$ cat config.mk
export PLATFORM = sky130hd
export DESIGN_NAME = keypad_entry_display
export DESIGN_NICKNAME = d
export VERILOG_FILES = /design/src/rtl/keypad_pkg.sv /design/src/rtl/hex_to_seg7.sv /design/src/rtl/keypad_entry_display.sv
export SDC_FILE = /design/constraint.sdc
export NUM_CORES = 1
export LEC_CHECK = 0
export BUFFER_PORTS_ARGS = -buffer_cell sky130_fd_sc_hd__buf_2
export CORE_ASPECT_RATIO = 1.4
export CORE_MARGIN = 2
export CORE_UTILIZATION = 25
export CTS_CLUSTER_SIZE = 28
export DETAILED_ROUTE_END_ITERATION = 8
export GPL_ROUTABILITY_DRIVEN = 1
export PLACE_DENSITY = 0.48
export SLEW_MARGIN = 20
export SYNTH_ARGS = -nofsm -noshare
export SYNTH_HDL_FRONTEND = slang
export SYNTH_SLANG_ARGS = --single-unit
$ cat constraint.sdc
create_clock -name clk -period 2.32 [get_ports clk]
set_input_delay 0.464 -clock clk [delete_from_list [all_inputs] [get_ports clk]]
set_output_delay 0.464 -clock clk [all_outputs]
set_load 0.005 [all_outputs]
$ cat src/rtl/keypad_pkg.sv
// Shared definitions for the keypad entry / seven-segment display blocks.
// Holds the debounce FSM state encoding and the active-low segment patterns
// ({g,f,e,d,c,b,a}) for hex digits 0-F plus the blank and anode-off values.
package keypad_pkg;

  typedef enum logic [1:0] {
    ST_IDLE         = 2'd0,
    ST_PRESS_WAIT   = 2'd1,
    ST_HELD         = 2'd2,
    ST_RELEASE_WAIT = 2'd3
  } kp_state_e;

  localparam logic [6:0] SEG_0 = 7'b1000000;
  localparam logic [6:0] SEG_1 = 7'b1111001;
  localparam logic [6:0] SEG_2 = 7'b0100100;
  localparam logic [6:0] SEG_3 = 7'b0110000;
  localparam logic [6:0] SEG_4 = 7'b0011001;
  localparam logic [6:0] SEG_5 = 7'b0010010;
  localparam logic [6:0] SEG_6 = 7'b0000010;
  localparam logic [6:0] SEG_7 = 7'b1111000;
  localparam logic [6:0] SEG_8 = 7'b0000000;
  localparam logic [6:0] SEG_9 = 7'b0010000;
  localparam logic [6:0] SEG_A = 7'b0001000;
  localparam logic [6:0] SEG_B = 7'b0000011;
  localparam logic [6:0] SEG_C = 7'b1000110;
  localparam logic [6:0] SEG_D = 7'b0100001;
  localparam logic [6:0] SEG_E = 7'b0000110;
  localparam logic [6:0] SEG_F = 7'b0001110;

  localparam logic [6:0] SEG_BLANK = 7'h7F;
  localparam logic [3:0] AN_OFF    = 4'hF;

endpackage

$ cat src/rtl/hex_to_seg7.sv
// Purpose: hex nibble to active-low seven-segment pattern {g,f,e,d,c,b,a}.
// Latency: purely combinational. Backpressure: none.
// Ports: hex_i (4-bit value), seg_o (7-bit active-low segments).
module hex_to_seg7
  import keypad_pkg::*;
(
  input  logic [3:0] hex_i,
  output logic [6:0] seg_o
);

  always_comb begin
    seg_o = SEG_BLANK;
    unique case (hex_i)
      4'h0: seg_o = SEG_0;
      4'h1: seg_o = SEG_1;
      4'h2: seg_o = SEG_2;
      4'h3: seg_o = SEG_3;
      4'h4: seg_o = SEG_4;
      4'h5: seg_o = SEG_5;
      4'h6: seg_o = SEG_6;
      4'h7: seg_o = SEG_7;
      4'h8: seg_o = SEG_8;
      4'h9: seg_o = SEG_9;
      4'hA: seg_o = SEG_A;
      4'hB: seg_o = SEG_B;
      4'hC: seg_o = SEG_C;
      4'hD: seg_o = SEG_D;
      4'hE: seg_o = SEG_E;
      4'hF: seg_o = SEG_F;
      default: seg_o = SEG_BLANK;
    endcase
  end

endmodule

$ cat src/rtl/keypad_entry_display.sv
// Purpose: debounce keypad decoder output into press events, shift digits into
//   a 4-digit entry buffer, and multiplex the buffer onto a 4-digit 7-seg display.
// Latency: key_strobe DEBOUNCE_CYCLES cycles after first valid sample; an/seg one cycle after digit select.
// Backpressure: none; inputs are sampled every cycle.
// Ports: clk, rst_n (async active-low); key_code/key_valid from decoder; clear
//   (sync buffer clear); key_strobe (press pulse); digits (buffer, [3:0] newest);
//   an (active-low anodes, an[0] rightmost); seg (active-low {g..a}).
module keypad_entry_display
  import keypad_pkg::*;
#(
  parameter int DEBOUNCE_CYCLES = 100000,
  parameter int REFRESH_CYCLES  = 100000
) (
  input  logic        clk,
  input  logic        rst_n,
  input  logic [3:0]  key_code,
  input  logic        key_valid,
  input  logic        clear,
  output logic        key_strobe,
  output logic [15:0] digits,
  output logic [3:0]  an,
  output logic [6:0]  seg
);

  localparam int DW = $clog2(DEBOUNCE_CYCLES);
  localparam int RW = $clog2(REFRESH_CYCLES);
  localparam logic [DW-1:0] DB_ONE  = DW'(1);
  localparam logic [DW-1:0] DB_LAST = DW'(DEBOUNCE_CYCLES - 1);
  localparam logic [RW-1:0] RF_ONE  = RW'(1);
  localparam logic [RW-1:0] RF_LAST = RW'(REFRESH_CYCLES - 1);

  kp_state_e      st_q, st_d;
  logic [3:0]     cand_q, cand_d;
  logic [DW-1:0]  cnt_q, cnt_d;
  logic           strobe_q, strobe_d;
  logic [15:0]    digits_q, digits_d;
  logic [2:0]     count_q, count_d;
  logic [RW-1:0]  ref_q, ref_d;
  logic [1:0]     sel_q, sel_d;
  logic [3:0]     an_q, an_d;
  logic [6:0]     seg_q, seg_d;

  logic           accept;
  logic           enabled;
  logic [3:0]     sel_nib;
  logic [6:0]     sel_pat;

  // Debounce FSM. cnt counts consecutive matching samples, so a press is
  // accepted on the DEBOUNCE_CYCLES-th stable sample.
  always_comb begin
    st_d   = st_q;
    cand_d = cand_q;
    cnt_d  = cnt_q;
    accept = 1'b0;
    unique case (st_q)
      ST_IDLE: begin
        if (key_valid) begin
          cand_d = key_code;
          cnt_d  = DB_ONE;
          st_d   = ST_PRESS_WAIT;
        end
      end
      ST_PRESS_WAIT: begin
        if (!key_valid) begin
          st_d = ST_IDLE;
        end else if (key_code != cand_q) begin
          cand_d = key_code;
          cnt_d  = DB_ONE;
        end else if (cnt_q == DB_LAST) begin
          st_d   = ST_HELD;
          accept = 1'b1;
        end else begin
          cnt_d = cnt_q + DB_ONE;
        end
      end
      ST_HELD: begin
        if (!key_valid) begin
          cnt_d = DB_ONE;
          st_d  = ST_RELEASE_WAIT;
        end
      end
      ST_RELEASE_WAIT: begin
        // A bounce back to valid resumes the hold without a new event.
        if (key_valid) begin
          st_d = ST_HELD;
        end else if (cnt_q == DB_LAST) begin
          st_d = ST_IDLE;
        end else begin
          cnt_d = cnt_q + DB_ONE;
        end
      end
      default: st_d = ST_IDLE;
    endcase
  end

  // Entry buffer; clear takes priority over a shift landing on the same edge.
  always_comb begin
    strobe_d = accept;
    digits_d = digits_q;
    count_d  = count_q;
    if (clear) begin
      digits_d = 16'h0000;
      count_d  = 3'd0;
    end else if (accept) begin
      digits_d = {digits_q[11:0], cand_q};
      if (count_q != 3'd4) count_d = count_q + 3'd1;
    end
  end

  // Display refresh: select advances once per REFRESH_CYCLES, 2-bit wrap.
  always_comb begin
    ref_d = ref_q + RF_ONE;
    sel_d = sel_q;
    if (ref_q == RF_LAST) begin
      ref_d = '0;
      sel_d = sel_q + 2'd1;
    end
  end

  // Only digits that have actually been entered are lit.
  assign enabled = ({1'b0, sel_q} < count_q);
  assign sel_nib = digits_q[{sel_q, 2'b00} +: 4];

  hex_to_seg7 u_hex_to_seg7 (
    .hex_i (sel_nib),
    .seg_o (sel_pat)
  );

  always_comb begin
    an_d  = AN_OFF;
    seg_d = SEG_BLANK;
    if (enabled) begin
      an_d  = ~(4'b0001 << sel_q);
      seg_d = sel_pat;
    end
  end

  always_ff @(posedge clk or negedge rst_n) begin
    if (!rst_n) begin
      st_q     <= ST_IDLE;
      cand_q   <= 4'h0;
      cnt_q    <= '0;
      strobe_q <= 1'b0;
      digits_q <= 16'h0000;
      count_q  <= 3'd0;
      ref_q    <= '0;
      sel_q    <= 2'd0;
      an_q     <= AN_OFF;
      seg_q    <= SEG_BLANK;
    end else begin
      st_q     <= st_d;
      cand_q   <= cand_d;
      cnt_q    <= cnt_d;
      strobe_q <= strobe_d;
      digits_q <= digits_d;
      count_q  <= count_d;
      ref_q    <= ref_d;
      sel_q    <= sel_d;
      an_q     <= an_d;
      seg_q    <= seg_d;
    end
  end

  assign key_strobe = strobe_q;
  assign digits     = digits_q;
  assign an         = an_q;
  assign seg        = seg_q;

endmodule

==> results of run 1 <==
## metal layers
layer | GRT usage [%] | vias to the layer above | wire length, µm
met4 | 4.93 | 0 | 199
li1 | - | 1277 | -
met2 | 19.2 | 50 | 4170
met5 | 0 | - | 0
met1 | 11.7 | 1321 | 3170
met3 | 2.62 | 13 | 301
## metrics by stage
stage | util [%] | total power, W
after detailed placement | 28.9 | 0.00147
after CTS | 31.1 | 0.00295
after global routing | 31.1 | 0.00304
final | 31.1 | 0.00290
after floorplan | - | 0.00140
after global placement | 28.9 | 0.00147
## cell usage after synthesis (all sizes together)
cell type,n
a21o,3
nor2b,1
nand2b,5
xor2,16
ha,15
o21ai,8
nor3,6
nand2,17
mux2,6
a21boi,1
dfrtp,62
buf,4
mux2i,18
o221ai,1
clkbuf,7
a31o,1
o211ai,7
or4b,2
mux4,5
nor2,44
or3,6
o22ai,4
or2,1
and4,5
o22a,1
and4b,1
inv,12
and4bb,1
and2,3
xnor2,16
nor4,3
o21a,1
a21oi,8
nand3,17
dfstp,11
nand4,8
nor4bb,1
o21bai,2
and3,4
or4,2
## power by group
part | internal [W] | switching [W]
logic | 0.0000526 | 0.0000825
registers | 0.00129 | 0.0000193
clock network | 0.000942 | 0.000514
## worst register-to-register path, stage by stage, from the launching register on
cell and delay [ns]:
sky130_fd_sc_hd__dfrtp_1 0.40, sky130_fd_sc_hd__or4b_1 0.51, sky130_fd_sc_hd__or4b_1 0.53, sky130_fd_sc_hd__nor4_2 0.13
sky130_fd_sc_hd__and3_2 0.22, sky130_fd_sc_hd__mux2_2 0.32
## registers in the layout, indices dropped and copies added (netlist names), named ones only
name and count:
st_q 1, count_q 3, ref_q 17, an 4
key_strobe 1, cnt_q 17, seg 7, digits 16
sel_q 2, cand_q 4
## cell families after synthesis
kind of cell    after synthesis  synth area share, %
simple gates                127                 17.9
flops                        73                 50.2
compound gates               37                 6.45
xor+xnor                     32                 7.65
mux                          29                 9.83
buf+inv                      23                 2.80
fa+ha+maj                    15                 5.12
## final timing paths
path,slack [ns],end,depth (start not counted)
worst min register to register,0.50,ref_q[4],1
max in group asynchronous,1.83,ref_q[1],2
worst max-delay path,0.11,sel_q[1],5
worst max register to register,0.11,sel_q[1],5
min in group clk,0.40,cand_q[0],2
worst min-delay path,0.16,digits[11],2
## layout make-up
type	count	area [µm²]
clock buffers	11	233
clock inverters	5	81.3
fillers	1487	9900
inverters	12	45.0
multi-input cells	240	1730
flip-flops and latches	73	1840
well taps	189	236
repair buffers	50	313
==> flow_summary.toml, run 1 <==
[outcome]
result_of_the_run = "completed"

[clocking]
insertion_delay_ns = 0.33
postCtsSetupRepairBufs = 0
clockBufferDepth = 2
cts_tree = "built"
htree_levels = 3
ctsResizeCount = 0
clockRootBuffer = "sky130_fd_sc_hd__clkbuf_16"
cts.sinks = 73
path_clk_slew_ns = 0.06
total_clock_buffers_created_by_cts = 9
hold_buffers = 0

[yosys]
synth-seq-area-share_pct = 50.2
synth.net_count = 359
synth.lib_cells_used.distinct = 45
synthTopCellsByArea = "sky130_fd_sc_hd__dfrtp_1 42%, sky130_fd_sc_hd__dfstp_2 7.9%, sky130_fd_sc_hd__ha_1 5.1%"
synthesis.area_um2 = 3660
avg_cell_area_syn_um2 = 10.9
post_synthesis_instance_total = 336
yosys_warnings = 0
area_fraction_of_the_dominant_cell_type_after_synthesis_pct = 42.3
postSynthRegisterBits = 73
most_area_hungry_cell_type_in_the_yosys_netlist = "sky130_fd_sc_hd__dfrtp_1"

[route]
initialDrtViolationCount = 64
drc = 0
post_drt_wl_per_cell_um = 13.5
routed_wirelength_um = 7840
final_antenna_net_count = 0
routed_via_density = 4.59
drt_pass1_iterations = 5
via_count = 2661

[critical_path]
critPathTopFamily = "simple AND/OR/NAND/NOR gates"
setup.worst_path.start_class = "flop"
crit_top_cell = "sky130_fd_sc_hd__or4b_1"
cp.arrival_ns = 2.42
crit_path_top_delay_cell = "sky130_fd_sc_hd__or4b_1"
crit_path_max_incr_delay_ns = 0.53
timing.critical_path.buf_inv = 0
crit_type = "flop to flop"
critical_register_to_register_path_startpoint = "ref_q[12]"
worstPathCellList = "or4b_1, or4b_1, nor4_2, and3_2, mux2_2"
path_max_fanout = 3
worst_setup_path_startpoint = "ref_q[12]"
critPathCaptureType = "flop"
crit_required_ns = 2.53

[timing]
rsz0062_at_grt = "true"
worst_slew_margin_rel_pct = 65.7
tns_ns = 0
hold_viol_final = 0
clock-skew-final_ns = 0.0114
final-max-slew-violation-count = 0
post_route_clock_period_utilization_pct = 95.5
worst-slew-pin-transition_ns = 0.511
setup-violations-final = 0
finalWorstPathRequiredPeriod_ns = 2.21
fin_worst_hold_slack_ns = 0.163
maxClockFrequency_ghz = 0.452
final_worst_setup_slack_ns = 0.105

[floorplan]
ioPinCount = 36
floorplan.core_area_um2 = 14400
floorplan.die.height_um = 147
die_width_um = 106
floorplan.rows = 52
start_util_pct = 25.5
die_area_um2 = 15700

[grt]
first_pass_grt_wire_length_um = 13400
antenna_found_initial = 0
number_of_global_route_vias_before_repair = 2729
grt_start_max_net_pins = 74
grt_remaining_overflow = 0
track_usage_pct = 10.7

[place]
detailed_place_hpwl_um = 5680
dpl_worst_slack_ns = 0.106
placedInstanceArea_um2 = 4160
dp_cells = 564
buffers_on_ports = 35
final_weighted_congestion_in_routability_driven_placement = 0.836

[power]
pwr_density_cell_nw_per_um2 = 649
power_leakage_nw = 1.96
ir_worst_vdd_v = 0.000344

[finish]
design_area_um2 = 4480
layout-area-overhead-vs-synth_pct = 22.2
final_cell_mix = "62 x sky130_fd_sc_hd__dfrtp_1, 44 x sky130_fd_sc_hd__nor2_1, 35 x sky130_fd_sc_hd__buf_2"
fraction_of_final_layout_cells_sized_beyond_drive_strength_1_pct = 23.5
fin_nets = 409
mostFrequentLayoutCell = "sky130_fd_sc_hd__dfrtp_1"
instances_no_fill = 580
total_inserted_antenna_cells = 0

[min_path]
worstHoldPathType = "input pin to async pin"

[job]
maxCapViolCount = 0
Note: power is estimated with default switching activity, not from simulation.
==> inputs of run 2 (changes only) <==
- BUFFER_PORTS_ARGS: -buffer_cell sky130_fd_sc_hd__buf_2 -> not set
- DONT_BUFFER_PORTS: not set -> 1
- PLACE_DENSITY: 0.48 -> 0.46
==> flow_summary.toml, run 2 (synthesis gave the netlist of run 1 again) <==
[outcome]
result_of_the_run = "completed"

[clocking]
postCtsSetupRepairBufs = 0
cts_tree = "built"
insertion_delay_ns = 0.34
htree_levels = 3
clockRootBuffer = "sky130_fd_sc_hd__clkbuf_16"
clockBufferDepth = 2
total_clock_buffers_created_by_cts = 9
cts.sinks = 73
path_clk_slew_ns = 0.06

[critical_path]
crit_required_ns = 2.54
critPathCaptureType = "flop"
path_max_fanout = 3
setup.worst_path.start_class = "flop"
cp.arrival_ns = 2.45
crit_type = "flop to flop"

[route]
routed_wirelength_um = 7840
highest-signal-layer = "met4"
wirelength_met1_um = 3160
via_count = 2530
final_antenna_net_count = 0
met3_length_um = 372
routed_via_density = 4.63
drt_pass1_iterations = 4
drc = 0
post_drt_wl_per_cell_um = 14.4
met2RoutedLength_um = 4180
initialDrtViolationCount = 95

[finish]
mostFrequentLayoutCell = "sky130_fd_sc_hd__dfrtp_1"
instances_no_fill = 546
layout-area-overhead-vs-synth_pct = 18.0
total_inserted_antenna_cells = 0
final_cell_mix = "62 x sky130_fd_sc_hd__dfrtp_1, 44 x sky130_fd_sc_hd__nor2_1, 18 x sky130_fd_sc_hd__mux2i_1"
fraction_of_final_layout_cells_sized_beyond_drive_strength_1_pct = 16.5
fin_nets = 375

[power]
power_leakage_nw = 1.83
ir_worst_vdd_v = 0.000355
pwr_density_cell_nw_per_um2 = 683

[timing]
finalWorstPathRequiredPeriod_ns = 2.22
worst-slew-pin-transition_ns = 0.446
final-max-slew-violation-count = 0
clock-skew-final_ns = 0.00978
worst_slew_margin_rel_pct = 70.0
rsz0062_at_grt = "false"
post_route_clock_period_utilization_pct = 95.9
tns_ns = 0
maxClockFrequency_ghz = 0.450
setup-violations-final = 0
hold_viol_final = 0

[place]
dp_cells = 529
buffers_on_ports = 0
detailed_place_hpwl_um = 5580
final_weighted_congestion_in_routability_driven_placement = 0.780

[grt]
track_usage_pct = 10.8
grt_start_max_net_pins = 74
grt_remaining_overflow = 0
first_pass_grt_wire_length_um = 13100
number_of_global_route_vias_before_repair = 2575
antenna_found_initial = 0

[floorplan]
ioPinCount = 36
die_width_um = 106
floorplan.die.height_um = 147
start_util_pct = 25.5
floorplan.core_area_um2 = 14400
floorplan.rows = 52
die_area_um2 = 15700

[job]
maxCapViolCount = 0

[min_path]
worstHoldPathType = "input pin to async pin"
run 2: worst max-delay path: stages (launching register included):
cell                      delay [ns]
sky130_fd_sc_hd__dfrtp_1        0.39
sky130_fd_sc_hd__or4b_1         0.52
sky130_fd_sc_hd__or4b_1         0.50
sky130_fd_sc_hd__nor4_1         0.16
sky130_fd_sc_hd__and3_2         0.22
sky130_fd_sc_hd__mux2_2         0.32
run 2: metrics by stage:
step	setup WS (ns)	power, W	hold slack (ns)	utilization, %	cell area, µm²
global placement	0.0760	0.00143	0.170	27.6	3970
detailed placement	0.0931	0.00143	0.170	27.6	3970
CTS	0.0905	0.00300	0.0206	30.1	4320
floorplan	0.155	0.00140	0.168	-	3660
global route	0.00450	0.00307	0.0238	30.1	4320
finish	0.0954	0.00295	0.00945	30.1	4320
run 2: timing repair:
action / 4_1_cts / 5_1_grt
hold buffers: 1 / 0
resized for setup: 0 / 0
hold endpoints to repair: 73 / 0
run 2: path summary, 6_finish.rpt:
| path | from | to | slack [ns] | cells after the start |
|---|---|---|---|---|
| min | rst_n | digits[8] | 0.009 | 1 |
| max in group asynchronous | rst_n | an[1] | 1.96 | 1 |
| min in group clk | clear | digits[0] | 0.19 | 1 |
| max reg2reg | ref_q[12] | sel_q[1] | 0.1 | 5 |
| max | ref_q[12] | sel_q[1] | 0.1 | 5 |
| min reg2reg | ref_q[14] | ref_q[14] | 0.49 | 1 |
run 2: power breakdown:
group | switching [W] | internal (W)
Clock | 0.000565 | 0.000952
Sequential | 0.0000190 | 0.00129
Combinational | 0.0000724 | 0.0000502
run 2: area by class of cell:
| class | count | area [µm²] |
|---|---|---|
| inverter | 12 | 45.0 |
| fill | 1455 | 10100 |
| clock inverter | 7 | 101 |
| tap | 189 | 236 |
| sequential | 73 | 1840 |
| clock buffer | 9 | 225 |
| timing repair buffer | 16 | 153 |
| multi-input combinational | 240 | 1720 |
run 2: per-layer routing:
metal  vias to the layer above  GRT usage, %
met5                         -             0
met4                         0          5.33
met3                         6          3.24
met2                        44          19.2
met1                      1265          11.5
li1                       1215             -
